[src/rtl/prio_arb_rr.sv]
// Registered N-input priority arbiter: fixed priority (highest index wins) or
// round-robin, holding each grant until it is acknowledged.
module prio_arb_rr #(
    parameter int N  = 8,
    parameter int W  = $clog2(N),
    parameter bit RR = 1'b0
) (
    input  logic         clk,
    input  logic         rst_n,
    input  logic [N-1:0] req,
    input  logic         ack,
    output logic         gnt_valid,
    output logic [W-1:0] gnt_idx,
    output logic [N-1:0] gnt_onehot
);

    typedef enum logic {
        IDLE  = 1'b0,
        GRANT = 1'b1
    } state_t;

    localparam logic [W-1:0] LAST = W'(N - 1);
    localparam logic [N-1:0] ONE  = N'(1);

    state_t       state, state_nx;
    logic [W-1:0] ptr, ptr_nx;
    logic [W-1:0] idx_nx;
    logic [N-1:0] oh_nx;
    logic [N-1:0] cand;
    logic [W-1:0] win;
    logic         any;
    logic         found;

    // The just-served requester sits out the back-to-back decision.
    always_comb begin
        cand = (state == GRANT) ? (req & ~gnt_onehot) : req;
        any  = |cand;
    end

    // Round-robin walks downward from ptr, wrapping modulo N (not 2^W).
    always_comb begin
        win   = '0;
        found = 1'b0;
        if (RR) begin
            for (int unsigned k = 0; k < N; k++) begin
                int unsigned pos;
                pos = (int'(ptr) >= int'(k)) ? int'(ptr) - k : int'(ptr) + N - k;
                if (!found && cand[pos]) begin
                    found = 1'b1;
                    win   = W'(pos);
                end
            end
        end else begin
            for (int unsigned k = 0; k < N; k++) begin
                if (cand[k]) begin
                    win = W'(k);
                end
            end
        end
    end

    always_comb begin
        state_nx = state;
        ptr_nx   = ptr;
        idx_nx   = gnt_idx;
        oh_nx    = gnt_onehot;
        case (state)
            IDLE: begin
                if (any) begin
                    state_nx = GRANT;
                    idx_nx   = win;
                    oh_nx    = ONE << win;
                end
            end
            GRANT: begin
                if (ack) begin
                    ptr_nx = (gnt_idx == '0) ? LAST : gnt_idx - W'(1);
                    if (any) begin
                        idx_nx = win;
                        oh_nx  = ONE << win;
                    end else begin
                        state_nx = IDLE;
                        idx_nx   = '0;
                        oh_nx    = '0;
                    end
                end
            end
            default: state_nx = IDLE;
        endcase
    end

    always_ff @(posedge clk or negedge rst_n) begin
        if (!rst_n) begin
            state      <= IDLE;
            ptr        <= LAST;
            gnt_idx    <= '0;
            gnt_onehot <= '0;
        end else begin
            state      <= state_nx;
            ptr        <= ptr_nx;
            gnt_idx    <= idx_nx;
            gnt_onehot <= oh_nx;
        end
    end

    assign gnt_valid = (state == GRANT);

endmodule

[config.mk]
export PLATFORM = sky130hd
export DESIGN_NAME = prio_arb_rr
export DESIGN_NICKNAME = d
export VERILOG_FILES = /design/src/rtl/prio_arb_rr.sv
export SDC_FILE = /design/constraint.sdc
export NUM_CORES = 1
export LEC_CHECK = 0
export CAP_MARGIN = 20
export CORE_UTILIZATION = 45
export CTS_BUF_LIST = sky130_fd_sc_hd__clkbuf_2 sky130_fd_sc_hd__clkbuf_4 sky130_fd_sc_hd__clkbuf_8
export CTS_CLUSTER_DIAMETER = 200
export DETAILED_ROUTE_END_ITERATION = 12
export GPL_ROUTABILITY_DRIVEN = 1
export PLACE_DENSITY = 0.79
export SKIP_LAST_GASP = 1
export SYNTH_ARGS = -nofsm -noshare
export SYNTH_HDL_FRONTEND = slang
export SYNTH_SLANG_ARGS = --single-unit
[constraint.sdc]
create_clock -name clk -period 1.6 [get_ports clk]
set_input_delay 0.32 -clock clk [delete_from_list [all_inputs] [get_ports clk]]
set_output_delay 0.32 -clock clk [all_outputs]
set_load 0.01 [all_outputs]
Word level (Yosys, flattened, before mapping)
Index checks and enable logic that the tools add are counted.
{ "word_totals": {"latchBits": 0, "regBits": 12, "in_bits": 11, "n_memories": 0, "output_inout_bits": 12, "ram_bits": 0, "mem_bits_ro": 0} }
{ "op_classes": {"n_mul": 0, "n_div": 0, "magnitude_cmp": 0, "reduce_logical": 2, "n_bitwise": 3, "eq_ne": 2, "addsub": 0, "shifts": 1, "muxes": 19} }
{ "ops": {"columns": ["op", "count"], "rows": [
  ["8-bit 2-to-1 mux", 4],
  ["3-bit 2-to-1 mux", 9],
  ["8-bit case mux with 2 select lines", 1],
  ["8-bit bitwise AND", 1],
  ["8-bit NOT", 1],
  ["8-bit OR reduction", 1],
  ["1-bit by 3-bit << shifter with 8-bit output (first input constant)", 1],
  ["3-bit case mux with 2 select lines", 1],
  ["2-bit != test (second input constant)", 2],
  ["1-bit 2-to-1 mux", 3],
  ["1-bit case mux with 2 select lines", 1],
  ["2-bit AND reduction", 1],
  ["1-bit NOT", 1]
]} }

Longest topological paths before layout
Gate-level depths: netlist of the first run.
{ "logic_depth": {"depth_word": 14, "depth_mapped": 6, "mapped_depth_nobuf": 5} }

Worst setup path before layout of the first run
No wires, ideal clock.
{ "synth_timing": {"path_kind": "register to register", "startpoint": "register state, in the netlist gnt_valid", "endpoint": "register gnt_onehot[0]", "t_required_ns": 1.479, "slack_ns": 0.042, "synth_period_minus_slack_ns": 1.558, "arrival_ns": 1.437, "path_stages_with_launch": 7, "setup_ns": 0.121, "cell_sequence": "dfrtp_1 -> buf_4 -> a21bo_1 -> o2111ai_1 -> a21o_1 -> inv_1 -> a22o_1"} }
{ "synth_via": {"elab_chain_len": 12, "elab_cells_between_ends": 18, "cone_classes": "eq/ne (2); shift (1); mux (12); bitwise (1); reduce/logical (2)"} }
{ "synth_lines": {"columns": ["element", "line", "source"], "rows": [
  ["start, declared", "25", "state_t state, state_nx;"],
  ["start signal, assigned", "99", "state <= state_nx;"],
  ["8-bit 2-to-1 mux", "36", "cand = (state == GRANT) ? (req & ~gnt_onehot) : req;"],
  ["1-bit 2-to-1 mux", "55", "if (cand[k]) begin"],
  ["3-bit 2-to-1 mux (6 in series)", "55", null],
  ["1-bit by 3-bit << shifter with 8-bit output", "72, 80", null],
  ["8-bit 2-to-1 mux", "78", "if (any) begin"],
  ["8-bit 2-to-1 mux", "76", "if (ack) begin"],
  ["8-bit case mux with 2 select lines", "67", "case (state)"],
  ["end signal, assigned", "102", "gnt_onehot <= oh_nx;"],
  ["end, declared", "14", "output logic [N-1:0] gnt_onehot"]
]} }
Several ways; a longest one is shown, not always the timed one. The select of a mux whose other input is x is not followed.
A chain may end at the register's enable or synchronous reset.

Worst setup path in the final report of the first run
{ "layout_timing": {"startpoint": "input port req[1]", "endpoint": "register gnt_onehot[4]"} }
{ "layout_via": {"elab_chain_len": 13, "elab_cells_between_ends": 17, "cone_classes": "eq/ne (1); shift (1); mux (12); bitwise (1); reduce/logical (2)"} }
{ "layout_lines": {"columns": ["element", "line", "source"], "rows": [
  ["start, declared", "10", "input logic [N-1:0] req,"],
  ["8-bit bitwise AND", "36", null],
  ["8-bit 2-to-1 mux (*)", "36", null],
  ["1-bit 2-to-1 mux", "55", null],
  ["3-bit 2-to-1 mux (6 in series)", "55", null],
  ["1-bit by 3-bit << shifter with 8-bit output", "72, 80", null],
  ["8-bit 2-to-1 mux", "78", null],
  ["8-bit 2-to-1 mux", "76", null],
  ["8-bit case mux with 2 select lines", "67", null]
]} }
Every way passes the cells marked *; elsewhere a longest branch is shown, timed or not. The select of a mux whose other input is x is not followed.

==> reports/qor.csv, run 1 <==
stage,metric,value,unit
status,status,"finished, violations left",
status,violations,setup timing,
sta,rsz0062_at_grt,yes,
routing,avgViaCountPerCell,5.97,
power_and_ir_drop,p_per_area,770,mW/mm^2
placement,placed_cell_area,0.00104,mm^2
synthesis,synth_edf_count,0,
critical_path,endpoint_kind,register,
synthesis,synth_cell_type_count,30,
global_routing,antenna_found_initial,0,
final_layout,final_util,0.868,
critical_path,worstPathCellList,clkdlybuf4s50_1 > nand2b_1 > o221ai_2 > nor4_4 > a21o_1 > buf_6 > o2bb2ai_1,
critical_path,cp.arrival,1.86,ns
routing,dr.pass1.iters,4,
sta,whs,0.395,ns
final_layout,final_nets,121,
final_layout,fin_cells,124,
routing,drtAntennaViolNets,0,
cts,clk_path_buf_depth,2,
floorplan,die-area,0.00171,mm^2
sta,finalWorstSetupSlack,-0.0551,ns
final_layout,drive_gt1_frac,0.422,
cts,cts_buffers,3,
synthesis,syn-cell-area,696,um^2
global_routing,grt_first_pass_wirelength,2940,um
synthesis,synth_warnings,0,
critical_path,cp.depth,7,
routing,routed_wl,2320,um
routing,drtIter0Drc,28,
critical_path,crit_fanout,6,
synthesis,synth_ff_type,dfrtp_1,
final_layout,mostFrequentLayoutCells,"buf_4, clkdlybuf4s50_1, dfrtp_1",
sta,slew_headroom,0.620,
floorplan,io_pins,23,
critical_path,cp_slowest_cell,clkdlybuf4s50_1,
floorplan,core-area,0.00137,mm^2
critical_path,rrSetupSlack,-0.02,ns
cts,h-tree-depth,1,
final_layout,fill_cells,67,
sta,drv_slew,0,
final_layout,area_delta_synth_final,70.5,%
floorplan,die_height,41.3,um
final_layout,multiInputGateArea,428,um^2
placement,gp_congestion,0.888,
routing,drcViolationCount,0,
critical_path,cp-start-kind,input port,
job,maxCapViolations,0,
floorplan,die_x,41.3,um
routing,vias,740,
sta,tightest_slew,0.568,ns
cts,clock_latency,0.28,ns
cts,ctsHoldBuffers,0,
cts,cts.reportedPaths.clkPinSlew,0.08,ns
placement,portBuffers,22,
final_layout,diodes,0,
power_and_ir_drop,max-vdd-ir-drop,0.707,mV
critical_path,setup.worst_path.class,in -> reg,
critical_path,critPathTopFamily,buffers and inverters,
sta,period_share,1.03,
sta,finalClockSkew,0.00962,ns
sta,hold_violations,0,
synthesis,synthesis.nets,77,
sta,period_needed,1.66,ns
critical_path,max_stage_delay,0.49,ns
synthesis,syn_area_per_cell,10.5,um^2
synthesis,synth-seq-cells,12,
global_routing,grt.total_usage,0.280,
synthesis,ys_async_sr_fraction,1.00,
final_layout,final_area,0.00119,mm^2
critical_path,required,1.80,ns
critical_path,reg2reg_to,gnt_onehot[1]$_DFFE_PN0P_,
routing,wl_per_cell,18.7,um
synthesis,ys_seq_area_frac,0.432,
power_and_ir_drop,p_leak,0.596,nW
global_routing,grt_overflow,0,
cts,cts_sinks,12,
sta,clock.fmax,604,MHz
final_layout,regArea,303,um^2
critical_path,reg2reg_depth,7,
critical_path,reg2reg_from,gnt_valid$_DFF_PN0_,
final_layout,layout_commonest_cell,buf_4,
global_routing,grt_pass1_vias,654,
worst_hold_path,hold_class,in -> async,
placement,place_hpwl,1410,um
cts,cts_tree,done,
floorplan,start_util,0.509,
floorplan,num_rows,13,
critical_path,crit_buf_inv,2,
global_routing,grt_max_degree,13,
cts,cts_root_buf,clkbuf_4,
sta,setup_viol,11,
placement,dp_cells,117,
synthesis,syn_inst,66,
## synthesized netlist by cell type (2+ instances only)
cell | n | share of area
o2bb2ai_1 | 4 | 0.050
nor2_1 | 6 | 0.032
a22o_1 | 6 | 0.076
nand2_1 | 4 | 0.022
inv_1 | 4 | 0.022
nand2b_1 | 4 | 0.036
o221ai_2 | 2 | 0.043
o21bai_1 | 2 | 0.022
dfrtp_1 | 12 | 0.43
a21o_1 | 2 | 0.022
## flip-flops by register name, indices dropped and copies added, names as in the netlist
name        cells
gnt_idx         3
gnt_onehot      8
gnt_valid       1
## report_power, final
group	internal [W]	total, W	switching (W)
Combinational	0.000167	0.000307	0.000140
Clock	0.000139	0.000249	0.000110
Sequential	0.000329	0.000357	0.0000279
Total	0.000635	0.000913	0.000278
## worst reg2reg max path: stages, from the launching register on
cell and delay, ns:
dfrtp_2 0.44, buf_6 0.15, a21boi_2 0.16, or2_4 0.17
buf_4 0.13, nor2_1 0.05, and3_1 0.21, a22o_1 0.19
## routing by layer
layer	track usage	vias to the layer above	part of all wire
met5	0	-	0
met4	0.145	0	0.025
met3	0.0372	8	0.086
met2	0.484	51	0.50
met1	0.337	342	0.39
li1	-	339	-
## cell type report
cell class / instances / area share
Tap cell: 15 / 0.0158
Sequential cell: 12 / 0.255
Timing Repair Buffer: 41 / 0.322
Multi-Input combinational cell: 47 / 0.361
Inverter: 5 / 0.0158
Clock buffer: 4 / 0.0306
## worst max-delay path by stage
stage / startpoint / end / slack, ns
after floorplan: gnt_valid$_DFF_PN0_ / gnt_onehot[0]$_DFFE_PN0P_ / 0.04
after global placement: req[3] / gnt_onehot[6]$_DFFE_PN0P_ / -0.37
after detailed placement: req[3] / gnt_idx[1]$_DFFE_PN0P_ / -0.44
after CTS: gnt_valid$_DFF_PN0_ / gnt_valid / -0.05
after global routing: gnt_valid$_DFF_PN0_ / gnt_onehot[1]$_DFFE_PN0P_ / -0.08
final: req[1] / gnt_onehot[4]$_DFFE_PN0P_ / -0.06
## cells by family after synthesis
| group | Yosys count | synth area share |
|---|---|---|
| AND/OR/NAND/NOR | 19 | 0.160 |
| AO/OA/AOI/OAI | 28 | 0.354 |
| flip-flops | 12 | 0.432 |
| buffers and inverters | 7 | 0.0539 |
## through the flow
| stage | setup TNS [ns] | power, W | setup slack, ns |
|---|---|---|---|
| after CTS | -0.133 | 0.000878 | -0.0483 |
| after global placement | -4.08 | 0.000614 | -0.374 |
| after global routing | -0.703 | 0.000954 | -0.0812 |
| after detailed placement | -4.91 | 0.000621 | -0.440 |
| final | -0.348 | 0.000913 | -0.0551 |
| after floorplan | 0 | 0.000471 | 0.0416 |
## timing repair
action	CTS	global route
hold endpoints to repair	0	0
gates resized for setup	11	17
pin swaps	4	6
buffers inserted	2	2
endpoints found under the setup margin	13	17
Power figures use the tool's default switching activity.
==> run 2: changes to the inputs <==
--- a/config.mk
+++ b/config.mk
@@ -12,6 +12,7 @@
 export DETAILED_ROUTE_END_ITERATION = 12
 export GPL_ROUTABILITY_DRIVEN = 1
 export PLACE_DENSITY = 0.79
+export SETUP_SLACK_MARGIN = 0.02
 export SKIP_LAST_GASP = 1
 export SYNTH_ARGS = -nofsm -noshare
 export SYNTH_HDL_FRONTEND = slang
==> run 2 against run 1 <==
Compared with the run above:
- flip-flop and latch count is the same
- register-to-register slack lost 0.04 ns
- fmax is essentially flat
- the flow still finishes with violations (setup timing)
- critical path type is now reg -> reg
- sequential power is essentially flat
- count of clock-buffer cells in the layout is the same
==> reports/qor.csv, run 2 (same netlist as run 1, synthesis figures left out) <==
stage,metric,value,unit,change
critical_path,reg2reg_depth,8,,+1
status,status,"finished, violations left",,
placement,gp_congestion,0.888,,unchanged
final_layout,largest-register,gnt_onehot,,
floorplan,die_x,41.3,um,unchanged
sta,period_share,1.04,,about the same
sta,drv_slew,0,,unchanged
cts,ctsHoldBuffers,0,,unchanged
critical_path,reg2reg_to,gnt_idx[0]$_DFFE_PN0P_,,
routing,avgViaCountPerCell,6.39,,+7.0%
final_layout,largest_reg_flops,8,,unchanged
critical_path,crit_buf_inv,3,,+1
power_and_ir_drop,swShare,0.311,,+0.00695
cts,cts.reportedPaths.clkPinSlew,0.08,ns,about the same
placement,portBuffers,22,,unchanged
critical_path,cp_slowest_cell,dfrtp_2,,
critical_path,setup.worst_path.class,reg -> reg,,
global_routing,antenna_found_initial,0,,unchanged
global_routing,grt_max_degree,13,,unchanged
final_layout,area_delta_synth_final,76.3,%,
sta,finalClockSkew,0.00210,ns,-0.00752 ns
critical_path,reg2reg_from,gnt_valid$_DFF_PN0_,,
sta,rsz0062_at_grt,yes,,
cts,clk_path_buf_depth,2,,unchanged
routing,drcViolationCount,0,,unchanged
sta,hold_violations,0,,unchanged
critical_path,endpoint_kind,register,,
cts,cts_buffers,3,,unchanged
power_and_ir_drop,power.net_switching,0.000292,W,+5.1%
global_routing,busiest_layer,met2,,
final_layout,diodes,0,,unchanged
cts,clock_latency,0.28,ns,about the same
critical_path,cp.depth,8,,+1
power_and_ir_drop,seqPwrFrac,0.378,,-0.013
global_routing,grt_overflow,0,,unchanged
power_and_ir_drop,p_leak,0.646,nW,+8.2%
routing,dr.pass1.iters,4,,unchanged
routing,wl_per_cell,19.9,um,+6.3%
power_and_ir_drop,max-vdd-ir-drop,0.748,mV,+5.9%
global_routing,grt_first_pass_wirelength,2950,um,+0.24%
cts,cts_tree,done,,
floorplan,die-area,0.00171,mm^2,unchanged
global_routing,grt.total_usage,0.280,,unchanged
global_routing,use_met1,0.347,,+0.0102
critical_path,critPathTopFamily,compound AO/OA/AOI/OAI gates,,
floorplan,start_util,0.509,,unchanged
global_routing,met3_usage,0.0372,,unchanged
placement,place_hpwl,1410,um,unchanged
final_layout,final_nets,124,,+2.5%
job,maxCapViolations,0,,unchanged
final_layout,mostFrequentLayoutCells,"buf_4, dfrtp_1, clkdlybuf4s50_1",,
routing,drtIter0Drc,23,,-18%
floorplan,num_rows,13,,unchanged
critical_path,crit_path_frequent_cell,buf_6,,
power_and_ir_drop,comb_power_share,0.354,,+0.018
routing,vias,811,,+9.6%
final_layout,drive_gt1_frac,0.438,,+0.0155
power_and_ir_drop,p_int,0.000646,W,+1.7%
critical_path,worstPathCellList,buf_6 > a21boi_2 > buf_4 > a31oi_1 > a21o_1 > buf_6 > a22oi_2 > o21ai_1,,
cts,cts_sinks,12,,unchanged
routing,drtAntennaViolNets,0,,unchanged
final_layout,final_area,0.00123,mm^2,+3.4%
critical_path,cp-start-kind,register,,
sta,period_needed,1.66,ns,+0.00133 ns
global_routing,grt_use_met2,0.473,,-0.0117
worst_hold_path,hold_class,in -> async,,
critical_path,cp.arrival,1.82,ns,-0.04 ns
routing,routed_wl,2530,um,+8.9%
cts,cts_root_buf,clkbuf_4,,
cts,h-tree-depth,1,,unchanged
power_and_ir_drop,p_per_area,765,mW/mm^2,-0.59%
placement,post-place-ws,-0.440,ns,unchanged
sta,finalWorstSetupSlack,-0.0565,ns,-0.00133 ns
sta,tightest_slew,0.539,ns,-0.0288 ns
status,violations,setup timing,,
critical_path,max_stage_delay,0.44,ns,-0.05 ns
critical_path,crit_path_start,gnt_valid$_DFF_PN0_,,
critical_path,rrSetupSlack,-0.06,ns,-0.04 ns
final_layout,fill_cells,57,,-15%
critical_path,crit_path_end,gnt_idx[0]$_DFFE_PN0P_,,
sta,slew_headroom,0.640,,+0.0192
power_and_ir_drop,clockPowerShare,0.268,,-0.005
final_layout,layout_commonest_cell,buf_4,,
floorplan,io_pins,23,,unchanged
critical_path,crit_fanout,7,,+1
critical_path,required,1.77,ns,-0.03 ns
sta,clock.fmax,604,MHz,about the same
floorplan,die_height,41.3,um,unchanged
placement,placed_cell_area,0.00104,mm^2,unchanged
sta,setup_viol,8,,-3
floorplan,core-area,0.00137,mm^2,unchanged
global_routing,grt_pass1_vias,660,,+0.92%
run 2: worst min-delay path by stage:
stage | start | to | slack (ns)
floorplan | rst_n | gnt_idx[0]$_DFFE_PN0P_ | 0.02
global placement | gnt_idx[2]$_DFFE_PN0P_ | gnt_idx[2]$_DFFE_PN0P_ | 0.48
detailed placement | gnt_idx[2]$_DFFE_PN0P_ | gnt_idx[2]$_DFFE_PN0P_ | 0.48
CTS | rst_n | gnt_onehot[6]$_DFFE_PN0P_ | 0.40
global route | rst_n | gnt_onehot[7]$_DFFE_PN0P_ | 0.43
finish | rst_n | gnt_onehot[6]$_DFFE_PN0P_ | 0.38
run 2: layout make-up:
cell class / instances / area [um^2] / area share
Clock buffer: 4 / 36.3 / 0.0296
Inverter: 5 / 18.8 / 0.0153
Multi-Input combinational cell: 47 / 443 / 0.361
Sequential cell: 12 / 303 / 0.247
Tap cell: 15 / 18.8 / 0.0153
Timing Repair Buffer: 44 / 407 / 0.332
run 2: metal layers:
metal | wire length, um | up-vias
li1 | - | 346
met4 | 106 | 0
met1 | 1030 | 402
met5 | 0 | -
met2 | 1230 | 49
met3 | 157 | 14
run 2: repair_timing:
action                                  4_1_cts  5_1_grt
pin swaps                                     4        3
resized for setup                            19       16
setup buffers                                 3        4
gates cloned                                  0        0
endpoints found under the setup margin       15       18
run 2: power by group through the flow:
stage                     Combinational (W)  Sequential [W]  Clock [W]
after floorplan                    0.000104        0.000367          0
after global placement             0.000257        0.000357          0
after detailed placement           0.000264        0.000357          0
after CTS                          0.000284        0.000354   0.000251
after global routing               0.000349        0.000358   0.000263
final                              0.000332        0.000355   0.000251
run 2: through the flow:
step | TNS, ns | util | hold WS (ns) | cells | power [W]
after floorplan | 0 | - | 0.0244 | 66 | 0.000471
after global placement | -4.08 | 0.758 | 0.482 | 117 | 0.000614
after detailed placement | -4.91 | 0.758 | 0.484 | 117 | 0.000621
after CTS | 0 | 0.833 | 0.398 | 124 | 0.000888
after global routing | -0.630 | 0.897 | 0.429 | 127 | 0.000970
final | -0.288 | 0.897 | 0.383 | 127 | 0.000938
